<file path="src/rtl/branch_resolution_unit.sv">
// Branch resolution unit: keeps an in-order queue of in-flight branch
// predictions, checks each one against the outcome reported by execute,
// pulses predictor updates, and on a mispredict squashes the queue, flushes
// the pipeline for FLUSH_CYCLES cycles and redirects fetch.
module branch_resolution_unit #(
    parameter int unsigned DEPTH        = 4,
    parameter int unsigned PC_W         = 32,
    parameter int unsigned FLUSH_CYCLES = 2
) (
    input  logic                         clk,
    input  logic                         reset_n,
    input  logic                         pred_valid,
    input  logic                         pred_taken,
    input  logic [PC_W-1:0]              pred_target,
    input  logic [PC_W-1:0]              pred_fallthru,
    output logic                         pred_ready,
    input  logic                         res_valid,
    input  logic                         res_taken,
    input  logic [PC_W-1:0]              res_target,
    output logic                         branch_resolved,
    output logic                         branch_taken_actual,
    output logic                         flush,
    output logic                         redirect_valid,
    output logic [PC_W-1:0]              redirect_pc,
    output logic [15:0]                  mispredict_count,
    output logic [$clog2(DEPTH+1)-1:0]   outstanding,
    output logic                         err_underflow
);

    localparam int unsigned PTR_W = $clog2(DEPTH);
    localparam int unsigned CNT_W = $clog2(DEPTH + 1);
    localparam int unsigned FC_W  = (FLUSH_CYCLES > 1) ? $clog2(FLUSH_CYCLES) : 1;

    typedef enum logic {
        ST_RUN   = 1'b0,
        ST_FLUSH = 1'b1
    } state_t;

    state_t            r_state;
    logic [FC_W-1:0]   r_fcnt;
    logic [PTR_W-1:0]  r_wptr;
    logic [PTR_W-1:0]  r_rptr;
    logic [CNT_W-1:0]  r_count;

    logic              r_q_taken    [DEPTH];
    logic [PC_W-1:0]   r_q_target   [DEPTH];
    logic [PC_W-1:0]   r_q_fallthru [DEPTH];

    logic              r_resolved;
    logic              r_taken_actual;
    logic              r_flush;
    logic              r_redirect_valid;
    logic [PC_W-1:0]   r_redirect_pc;
    logic [15:0]       r_mispredict_count;
    logic              r_err_underflow;

    logic              w_run;
    logic              w_ready;
    logic              w_pop;
    logic              w_underflow;
    logic              w_mis;
    logic              w_push_eff;
    logic              w_head_taken;
    logic [PC_W-1:0]   w_head_target;
    logic [PC_W-1:0]   w_head_fallthru;

    // Handshake, head-of-queue compare and event qualification
    always_comb begin
        w_run           = (r_state == ST_RUN);
        w_ready         = w_run && (r_count < CNT_W'(DEPTH));
        w_head_taken    = r_q_taken[r_rptr];
        w_head_target   = r_q_target[r_rptr];
        w_head_fallthru = r_q_fallthru[r_rptr];
        w_pop           = res_valid && w_run && (r_count != '0);
        w_underflow     = res_valid && w_run && (r_count == '0);
        w_mis           = w_pop && ((w_head_taken != res_taken) ||
                          (res_taken && w_head_taken && (w_head_target != res_target)));
        // A push coinciding with a mispredict belongs to the squashed path
        w_push_eff      = pred_valid && w_ready && !w_mis;
    end

    // Prediction storage; validity is tracked by the pointers and occupancy
    always_ff @(posedge clk) begin
        if (w_push_eff) begin
            r_q_taken[r_wptr]    <= pred_taken;
            r_q_target[r_wptr]   <= pred_target;
            r_q_fallthru[r_wptr] <= pred_fallthru;
        end
    end

    // Queue pointers, FSM, update pulses, redirect and status registers
    always_ff @(posedge clk or negedge reset_n) begin
        if (!reset_n) begin
            r_state            <= ST_RUN;
            r_fcnt             <= '0;
            r_wptr             <= '0;
            r_rptr             <= '0;
            r_count            <= '0;
            r_resolved         <= 1'b0;
            r_taken_actual     <= 1'b0;
            r_flush            <= 1'b0;
            r_redirect_valid   <= 1'b0;
            r_redirect_pc      <= '0;
            r_mispredict_count <= '0;
            r_err_underflow    <= 1'b0;
        end else begin
            r_resolved       <= w_pop;
            r_taken_actual   <= w_pop && res_taken;
            r_redirect_valid <= w_mis;
            if (w_mis) begin
                r_redirect_pc <= res_taken ? res_target : w_head_fallthru;
            end
            if (w_underflow) begin
                r_err_underflow <= 1'b1;
            end

            case (r_state)
                ST_RUN: begin
                    if (w_mis) begin
                        r_state <= ST_FLUSH;
                        r_flush <= 1'b1;
                        r_fcnt  <= FC_W'(FLUSH_CYCLES - 1);
                        if (r_mispredict_count != 16'hFFFF) begin
                            r_mispredict_count <= r_mispredict_count + 16'd1;
                        end
                    end
                end
                ST_FLUSH: begin
                    if (r_fcnt == '0) begin
                        r_state <= ST_RUN;
                        r_flush <= 1'b0;
                    end else begin
                        r_fcnt <= r_fcnt - FC_W'(1);
                    end
                end
                default: begin
                    r_state <= ST_RUN;
                    r_flush <= 1'b0;
                end
            endcase

            if (w_mis) begin
                r_wptr  <= '0;
                r_rptr  <= '0;
                r_count <= '0;
            end else begin
                if (w_push_eff) begin
                    r_wptr <= r_wptr + PTR_W'(1);
                end
                if (w_pop) begin
                    r_rptr <= r_rptr + PTR_W'(1);
                end
                if (w_push_eff && !w_pop) begin
                    r_count <= r_count + CNT_W'(1);
                end else if (!w_push_eff && w_pop) begin
                    r_count <= r_count - CNT_W'(1);
                end
            end
        end
    end

    assign pred_ready          = w_ready;
    assign outstanding         = r_count;
    assign branch_resolved     = r_resolved;
    assign branch_taken_actual = r_taken_actual;
    assign flush               = r_flush;
    assign redirect_valid      = r_redirect_valid;
    assign redirect_pc         = r_redirect_pc;
    assign mispredict_count    = r_mispredict_count;
    assign err_underflow       = r_err_underflow;

endmodule

</file>
<file path="config.mk">
export PLATFORM = sky130hd
export DESIGN_NAME = branch_resolution_unit
export DESIGN_NICKNAME = d
export VERILOG_FILES = /design/src/rtl/branch_resolution_unit.sv
export SDC_FILE = /design/constraint.sdc
export NUM_CORES = 1
export LEC_CHECK = 0
export CAP_MARGIN = 20
export CORE_ASPECT_RATIO = 0.75
export CORE_MARGIN = 8
export CORE_UTILIZATION = 50
export CTS_BUF_LIST = sky130_fd_sc_hd__clkbuf_2
export CTS_CLUSTER_SIZE = 8
export DETAILED_ROUTE_END_ITERATION = 10
export HOLD_SLACK_MARGIN = 0.12
export PLACE_DENSITY = 0.83
export SLEW_MARGIN = 30
export SYNTH_ARGS = -nofsm -noshare
export SYNTH_HDL_FRONTEND = slang
export SYNTH_SLANG_ARGS = --single-unit
</file>
<file path="constraint.sdc">
create_clock -name clk -period 9.95 [get_ports clk]
set_input_delay 1.99 -clock clk [delete_from_list [all_inputs] [get_ports clk]]
set_output_delay 1.99 -clock clk [all_outputs]
set_load 0.05 [all_outputs]
</file>
# Word level (Yosys, flattened, before mapping)
# Memory sizes are Yosys's and may differ from the RTL's.
# Index checks and enable logic that the tools add are counted.
# classes
order_cmp	1
mux	18
reduce_logical	23
eq_ne	5
n_addsub	6
n_bitwise	1
# ops
cell	n
$mux 32	1
$ne 32x32->1	1
$add 16x1->16 const B	1
$ne 16x16->1 const B	1
$logic_and 1x1->1	12
$mux 3	3
$mux 2	4
$mux 1	7
$pmux 1 s2	3
$reduce_bool 3->1	2
$add 2x1->2 const B	2
$reduce_bool 2->1	2
$add 3x1->3 const B	1
$logic_not 1->1	3
$logic_not 3->1	1
$lt 3x3->1 const B	1
$reduce_and 3->1	1
$sub 3x1->3 const B	1
$ne 2x1->1 const B	1
$ne 2x2->1 const B	1
$reduce_and 2->1	1
$logic_or 1x1->1	1
$ne 1x1->1	1
$not 1->1	1
$sub 1x1->1 const B	1
# totals
ram_bits	260
register_bits	62
n_memories	3
wordCells	69
# mem_list
name	words	width	read_ports	rd_ports_with_merged_regs	wr	line	rtl
r_q_fallthru	4	32	1	0	1	47	logic [PC_W-1:0] r_q_fallthru [DEPTH];
r_q_target	4	32	1	0	1	46	logic [PC_W-1:0] r_q_target [DEPTH];
r_q_taken	4	1	1	0	1	45	logic r_q_taken [DEPTH];

# Longest topological paths before layout
# Gate-level depths: netlist (run 1).
# An unclocked memory read counts as a cell.
# logic_depth
ltp_word	12
depth_mapped	12

# Worst setup path after synthesis (run 1)
# Ideal clock, no wire load.
# synth_timing
path_type	input -> register
start	input port res_target[29]
end	memory r_q_fallthru[0][0], enable pin
stages	7
n_path_buf	1
required_time_ns	9.520
setup_time_ns	0.430
setup_slack_ns	4.939
t_arrival_ns	4.581
cell_sequence	xnor2_1 > nand4_1 > nor4_2 > a21boi_2 > o21ai_2 > buf_4 > and3_1
# synth_via
elab_chain_cells	8
# synth_rtl
item	line	rtl
from (decl)	19	input logic [PC_W-1:0] res_target,
$ne 32x32->1	77	(res_taken && w_head_taken && (w_head_target != res_target)));
$logic_and 1x1->1	77	
$logic_or 1x1->1	76	w_mis = w_pop && ((w_head_taken != res_taken) ||
$logic_and 1x1->1	76	
$logic_not 1->1	79	w_push_eff = pred_valid && w_ready && !w_mis;
$logic_and 1x1->1	79	
$mux 1	84	if (w_push_eff) begin
$mux 1 (not written as such)	87	r_q_fallthru[r_wptr] <= pred_fallthru;
to (decl)	47	
# No other way between the ends.

# Worst setup path in the final report (run 1)
# layout_timing
start	register r_rptr[0]
end	memory r_q_fallthru[0][12], enable pin
# layout_via
elab_chain_cells	9
word_cells_on_any_way	12
classes_between	2 x eq/ne; 2 x mux; 6 x reduce/logical; 2 x memory
# layout_rtl
item	line	rtl
from (decl)	42	logic [PTR_W-1:0] r_rptr;
from (signal assigned)	151	r_rptr <= r_rptr + PTR_W'(1);
$mem_v2 4x32 / $mem_v2 4x1 (equally long branches)	--	
$ne 32x32->1 / $logic_and 1x1->1 (equally long branches)	77	
$logic_and 1x1->1	77	
$logic_or 1x1->1 *	76	
$logic_and 1x1->1 *	76	
$logic_not 1->1 *	79	
$logic_and 1x1->1 *	79	
$mux 1 *	84	
$mux 1 (not written as such) *	87	
# Every way passes the cells marked *; elsewhere a longest branch is shown, timed or not.

==> results.json, run 1 <==
{
  "status": "finished clean",
  "post-route-period-util_pct": 50.6,
  "slew_headroom_pct": 51.8,
  "clock-root-buffer": "clkbuf_2",
  "die_x_um": 200,
  "ant_nets": 0,
  "finalCriticalPeriod_ns": 5.03,
  "wl_per_cell_um": 22.3,
  "cts_resized": 0,
  "die_area_um2": 30800,
  "p_switching_mw": 1.43,
  "max_stage_delay_ns": 0.76,
  "grt_max_degree": 66,
  "io_pins": 159,
  "whs_path_depth": 1,
  "ys_types": 46,
  "r2r_slack_ns": 4.92,
  "max-cap-violations": 0,
  "critical_path.slowest_cell": "dfrtp_4",
  "clock_sinks": 322,
  "fin_setup_tns_ns": 0,
  "syn_nets": 776,
  "async_reset_ff_share_pct": 19.3,
  "reg2reg_depth": 10,
  "grt_pass1_wl_um": 44000,
  "fin_cells": 1284,
  "switching_share_pct": 35.7,
  "finalPower_mw": 4.01,
  "crit_arrival_ns": 5.53,
  "max_freq_mhz": 199,
  "dpl.cell_count": 1141,
  "slew_viol_final": 0,
  "combPwrFrac_pct": 33.1,
  "setup_viol": 0,
  "antenna_found_initial": 4,
  "initial_core_util_pct": 50.8,
  "area_growth_pct": 21.6,
  "rr_endpoint": "r_q_fallthru[0][12]",
  "critPathMaxFanout": 33,
  "via_per_inst": 5.50,
  "clock_latency_ns": 0.87,
  "hold-path-endpoint": "mispredict_count[8]",
  "cts_hold_buf": 0,
  "synthesis.instances": 667,
  "overflow": 0,
  "critPathLaunchType": "flop",
  "power_frac_seq_pct": 45.5,
  "finClkSkew_ns": 0.0828,
  "synthFlopType": "edfxtp_1",
  "first_pass_iters": 5,
  "final_cell_mix": "edfxtp_1, clkdlybuf4s50_1, clkbuf_2",
  "wl_um": 28600,
  "cts_max_path_buffers": 3,
  "place.gp.congestion": 0.796,
  "portBuffers": 158,
  "nNetsFinal": 992,
  "worstPathRequired_ns": 10.44,
  "ys_seq_area_share_pct": 73.8,
  "drt_iter0_markers": 524,
  "cts_tree": "done",
  "worst_slew_pin_slew_ns": 0.723,
  "numCtsBuffers": 76,
  "hold_path.class": "reg -> reg",
  "vdd_ir_drop_max_mv": 0.194,
  "grt_pass1_vias": 7649,
  "die_y_um": 154,
  "grt_usage_pct": 18.8,
  "syn_area_um2": 12700,
  "crit_buf_inv": 3,
  "setup.worst_path.start": "r_rptr[0]",
  "post_cts_buffers": 0,
  "mostFrequentLayoutCell": "edfxtp_1",
  "clockPowerShare_pct": 21.4,
  "design.core.area_um2": 25000,
  "ys_warn_count": 0,
  "path_class": "reg -> reg",
  "dp_hpwl_um": 18700,
  "rows": 50,
  "vias": 7057,
  "final-hold-violation-count": 0,
  "path_common_cell": "buf_12",
  "synth_seq_cells": 322,
  "h-tree-depth": 3,
  "p_leak_nw": 5.36,
  "internal_power_mw": 2.58,
  "cts.clk_slew.worst_paths_ns": 0.11,
  "synth-edff-count": 260,
  "utilization_pct": 61.8,
  "holdCritStartpoint": "mispredict_count[8]",
  "rsz0062_at_grt": "no",
  "cpLargestDelayFamily": "simple AND/OR/NAND/NOR gates",
  "powerDensity_nw_per_um2": 260,
  "r2r-start": "r_rptr[0]",
  "cp_cell_sequence": "buf_4 > buf_12 > mux4_2 > xnor2_1 > nand4_1 > nor4_2 > a21boi_2 > o21ai_2 > and3_4 > buf_12",
  "drc": 0,
  "final_layout_size_suffix_gt1_share_pct": 23.0,
  "endpoint_kind": "flop",
  "synth.avg_cell_area_um2": 19.0
}
[cell families (layout without fill, tap and decap cells)]
kind of cell	count (synthesis)	count (layout)	share of synthesized area [%]
adders and majority gates	7	7	0.750
xor gates and xnor gates	45	45	3.11
DFF	322	322	73.8
and+or+nand+nor	104	104	4.08
AOI/OAI and AO/OA	51	51	2.30
buffers and inverters	38	316	1.63
other	0	1	0
muxes	100	100	14.4
[registers in the layout, indices dropped and copies added (netlist names)]
signal               count
r_q_fallthru           128
r_q_target             128
redirect_pc             32
mispredict_count        16
r_q_taken                4
outstanding              3
r_rptr                   2
r_wptr                   2
branch_resolved          1
branch_taken_actual      1
err_underflow            1
flush                    1
r_fcnt                   1
r_state                  1
redirect_valid           1
[worst register-to-register path, delay by kind of cell, from the launching register on]
kind                      cells  cell delay [ns]
AOI/OAI and AO/OA             2             0.66
xor gates and xnor gates      1             0.23
buffers and inverters         3             1.19
DFF                           1             0.76
muxes                         1             0.54
and+or+nand+nor               3             1.25
[per-stage QoR]
stage | setup slack, ns | area, µm² | hold slack, ns
after floorplan | 4.94 | 12700 | 0.467
after global placement | 4.49 | 14600 | 0.455
after detailed placement | 4.46 | 14600 | 0.489
after CTS | 4.67 | 15400 | 0.509
after global routing | 4.57 | 15400 | 0.535
final | 4.92 | 15400 | 0.508
[synthesized netlist by cell type (2+ instances only)]
master	instances	area share, %
nor4_1	2	0.099
and4_1	2	0.14
a21oi_1	36	1.4
o311ai_0	2	0.14
ha_1	6	0.59
dfrtp_1	62	12
nand3_1	5	0.20
inv_1	8	0.24
edfxtp_1	260	62
mux2i_1	33	2.6
nor2_1	45	1.3
xnor2_1	40	2.8
and3_1	6	0.30
buf_1	3	0.089
nor3_1	4	0.16
nand4_1	11	0.54
buf_2	6	0.24
o21ai_0	5	0.20
xor2_1	5	0.35
or3_1	2	0.099
clkbuf_1	11	0.33
buf_4	3	0.18
nand2b_1	2	0.099
and2_1	2	0.099
mux4_2	65	12
buf_6	6	0.53
nor4_2	2	0.20
nand2_1	15	0.44
[worst max path at each step]
stage	endpoint	slack [ns]	cells past startpoint
global route	redirect_pc[25]	4.57	12
CTS	r_q_fallthru[0][24]	4.67	8
floorplan	r_q_fallthru[0][0]	4.94	7
detailed placement	r_q_fallthru[0][8]	4.46	7
finish	r_q_fallthru[0][12]	4.92	10
global placement	r_q_target[2][19]	4.49	7
[power by group through the flow]
| stage | Clock [mW] | Sequential, mW | Combinational [mW] |
|---|---|---|---|
| 2_1_floorplan | 0 | 2.10 | 0.645 |
| 3_3_place_gp | 0 | 1.85 | 1.29 |
| 3_5_place_dp | 0 | 1.86 | 1.32 |
| 4_1_cts | 0.887 | 1.83 | 1.33 |
| 5_1_grt | 0.953 | 1.85 | 1.42 |
| 6_report | 0.858 | 1.83 | 1.33 |
[per-layer routing]
layer  up-vias  global-route usage (%)  wire, µm
met5         -                       0        52
met4         8                    5.56       443
met3        58                    6.85      2820
met2       312                    28.8     13500
met1      3548                    25.0     11800
li1       3131                       -         -
[cell type report]
type,count,area [µm²]
fillers,1770,9530
flip-flops and latches,322,9370
multi-input cells,307,3150
repair buffers,167,1730
clock buffers,119,596
well taps,338,423
clock inverters,21,129
inverters,9,33.8
diodes,1,2.50
(Power assumes the default switching activity.)
==> inputs of run 2 (changes only) <==
--- a/config.mk
+++ b/config.mk
@@ -13,7 +13,7 @@
 export CTS_CLUSTER_SIZE = 8
 export DETAILED_ROUTE_END_ITERATION = 10
 export HOLD_SLACK_MARGIN = 0.12
-export PLACE_DENSITY = 0.83
+export PLACE_DENSITY = 0.86
 export SLEW_MARGIN = 30
 export SYNTH_ARGS = -nofsm -noshare
 export SYNTH_HDL_FRONTEND = slang
==> constraint.sdc (replaced) <==
create_clock -name clk -period 4.6 [get_ports clk]
set_input_delay 0.92 -clock clk [delete_from_list [all_inputs] [get_ports clk]]
set_output_delay 0.92 -clock clk [all_outputs]
set_load 0.05 [all_outputs]
==> run 2 against run 1 <==
Hold slack lost 0.016 ns; core utilization grew 0.35 points; maximum frequency grew 31%; cell area grew 0.56%; via count grew 0.23%; final cell count grew 0.23%; critical path depth shrank 1; clock power grew 130%; wire length grew 0.54%; largest cell class unchanged.
==> results.json, run 2 (synthesis results as in run 1) <==
{
  "status": "finished clean",
  "final_layout_size_suffix_gt1_share_pct": 23.5,
  "endpoint_kind": "flop",
  "clock-root-buffer": "clkbuf_2",
  "worstPathRequired_ns": 5.09,
  "vias": 7073,
  "cts.clk_slew.worst_paths_ns": 0.10,
  "portBuffers": 158,
  "p_leak_nw": 5.42,
  "fin_area_um2": 15500,
  "die_x_um": 200,
  "ant_nets": 0,
  "critPathMaxFanout": 43,
  "max-cap-violations": 0,
  "design.core.area_um2": 25000,
  "clock_sinks": 322,
  "worst_slew_pin_slew_ns": 0.858,
  "r2r-start": "r_rptr[0]",
  "clock_latency_ns": 0.86,
  "grt_pass1_vias": 7466,
  "vdd_ir_drop_max_mv": 0.369,
  "die_y_um": 154,
  "post_cts_buffers": 0,
  "dp_hpwl_um": 19300,
  "first_pass_iters": 5,
  "post-route-period-util_pct": 83.7,
  "path_class": "reg -> reg",
  "h-tree-depth": 3,
  "rows": 50,
  "crit_arrival_ns": 4.34,
  "slew_headroom_pct": 42.7,
  "grt_usage_pct": 18.7,
  "critPathLaunchType": "flop",
  "rr_endpoint": "r_q_fallthru[0][10]",
  "fin_setup_tns_ns": 0,
  "cts_resized": 0,
  "drc": 0,
  "place.gp.congestion": 0.822,
  "rsz0062_at_grt": "no",
  "nFillCells": 1721,
  "hold_path.class": "reg -> reg",
  "setup_viol": 0,
  "placed_area_um2": 14700,
  "reg2reg_depth": 9,
  "final_cell_mix": "edfxtp_1, clkdlybuf4s50_1, clkbuf_2",
  "holdCritStartpoint": "err_underflow",
  "io_pins": 159,
  "numCtsBuffers": 74,
  "finClkSkew_ns": 0.0770,
  "finalCriticalPeriod_ns": 3.85,
  "num_antenna_cells": 0,
  "slew_viol_final": 0,
  "cts_tree": "done",
  "powerDensity_nw_per_um2": 568,
  "drt_iter0_markers": 625,
  "utilization_pct": 62.2,
  "wl_per_cell_um": 22.4,
  "cts_max_path_buffers": 3,
  "via_per_inst": 5.50,
  "die_area_um2": 30800,
  "cts_hold_buf": 0,
  "max_freq_mhz": 260,
  "finalPower_mw": 8.82,
  "antenna_found_initial": 5,
  "initial_core_util_pct": 50.8,
  "area_growth_pct": 22.3,
  "hold-path-endpoint": "err_underflow",
  "final-hold-violation-count": 0,
  "mostFrequentLayoutCell": "edfxtp_1",
  "r2r_slack_ns": 0.75,
  "whs_path_depth": 1,
  "grt_max_degree": 63,
  "wl_um": 28800,
  "grt_pass1_wl_um": 43400,
  "holdWs_ns": 0.492,
  "overflow": 0,
  "nNetsFinal": 1001
}
-- run 2: cell types whose count changed in the layout (fill, tap and decap cells not counted), sizes merged --
cell	before	now
diode	1	0
dlygate4sd3	0	1
bufinv	1	4
buf	11	21
clkinv	18	11
clkbuf	119	116
-- run 2: metrics by stage --
| stage | setup WS (ns) | instances |
|---|---|---|
| after floorplan | 0.699 | 667 |
| after global placement | 0.860 | 1153 |
| after detailed placement | 0.790 | 1153 |
| after CTS | 0.713 | 1286 |
| after global routing | 0.472 | 1287 |
| final | 0.750 | 1287 |
-- run 2: layout make-up --
type / instances / area, µm² / area share [%]
Sequential cell: 322 / 9370 / 60.4
Multi-Input combinational cell: 307 / 3140 / 20.2
Timing Repair Buffer: 178 / 1790 / 11.6
Clock buffer: 116 / 581 / 3.74
Tap cell: 338 / 423 / 2.73
Clock inverter: 17 / 178 / 1.15
Inverter: 9 / 33.8 / 0.218
-- run 2: how the worst max path moves through the flow --
stage,from,endpoint,cells past startpoint
floorplan,r_rptr[0],r_q_fallthru[0][0],9
global placement,r_rptr[0],r_q_target[0][7],9
detailed placement,r_rptr[0],r_q_fallthru[0][31],9
CTS,r_rptr[0],r_q_taken[0],9
global route,r_rptr[0],redirect_pc[2],11
finish,r_rptr[0],r_q_fallthru[0][10],9
-- run 2: worst max-delay path, stage by stage, from the launching register on --
cell and delay (ns):
dfrtp_4 0.66, buf_4 0.34, mux4_2 0.55, xnor2_1 0.26
nand4_1 0.14, nor4_2 0.29, a21boi_2 0.14, o21ai_2 0.29
and3_4 0.50, buf_12 0.31
-- run 2: routing by layer --
metal / part of all wire [%] / track usage [%] / vias up / routed length (µm)
met3: 12 / 8.29 / 44 / 3330
li1: - / - / 3137 / -
met1: 42 / 25.3 / 3522 / 12200
met4: 1.2 / 5.35 / 10 / 353
met5: 0.23 / 0 / - / 65
met2: 45 / 27.1 / 360 / 12800
-- run 2: where the power goes --
part / total, mW / internal (mW) / leakage, nW / switching, mW
combinational: 2.91 / 1.19 / 1.77 / 1.73
clock: 1.97 / 0.888 / 0.563 / 1.09
sequential: 3.93 / 3.67 / 3.09 / 0.263
total: 8.82 / 5.74 / 5.42 / 3.08
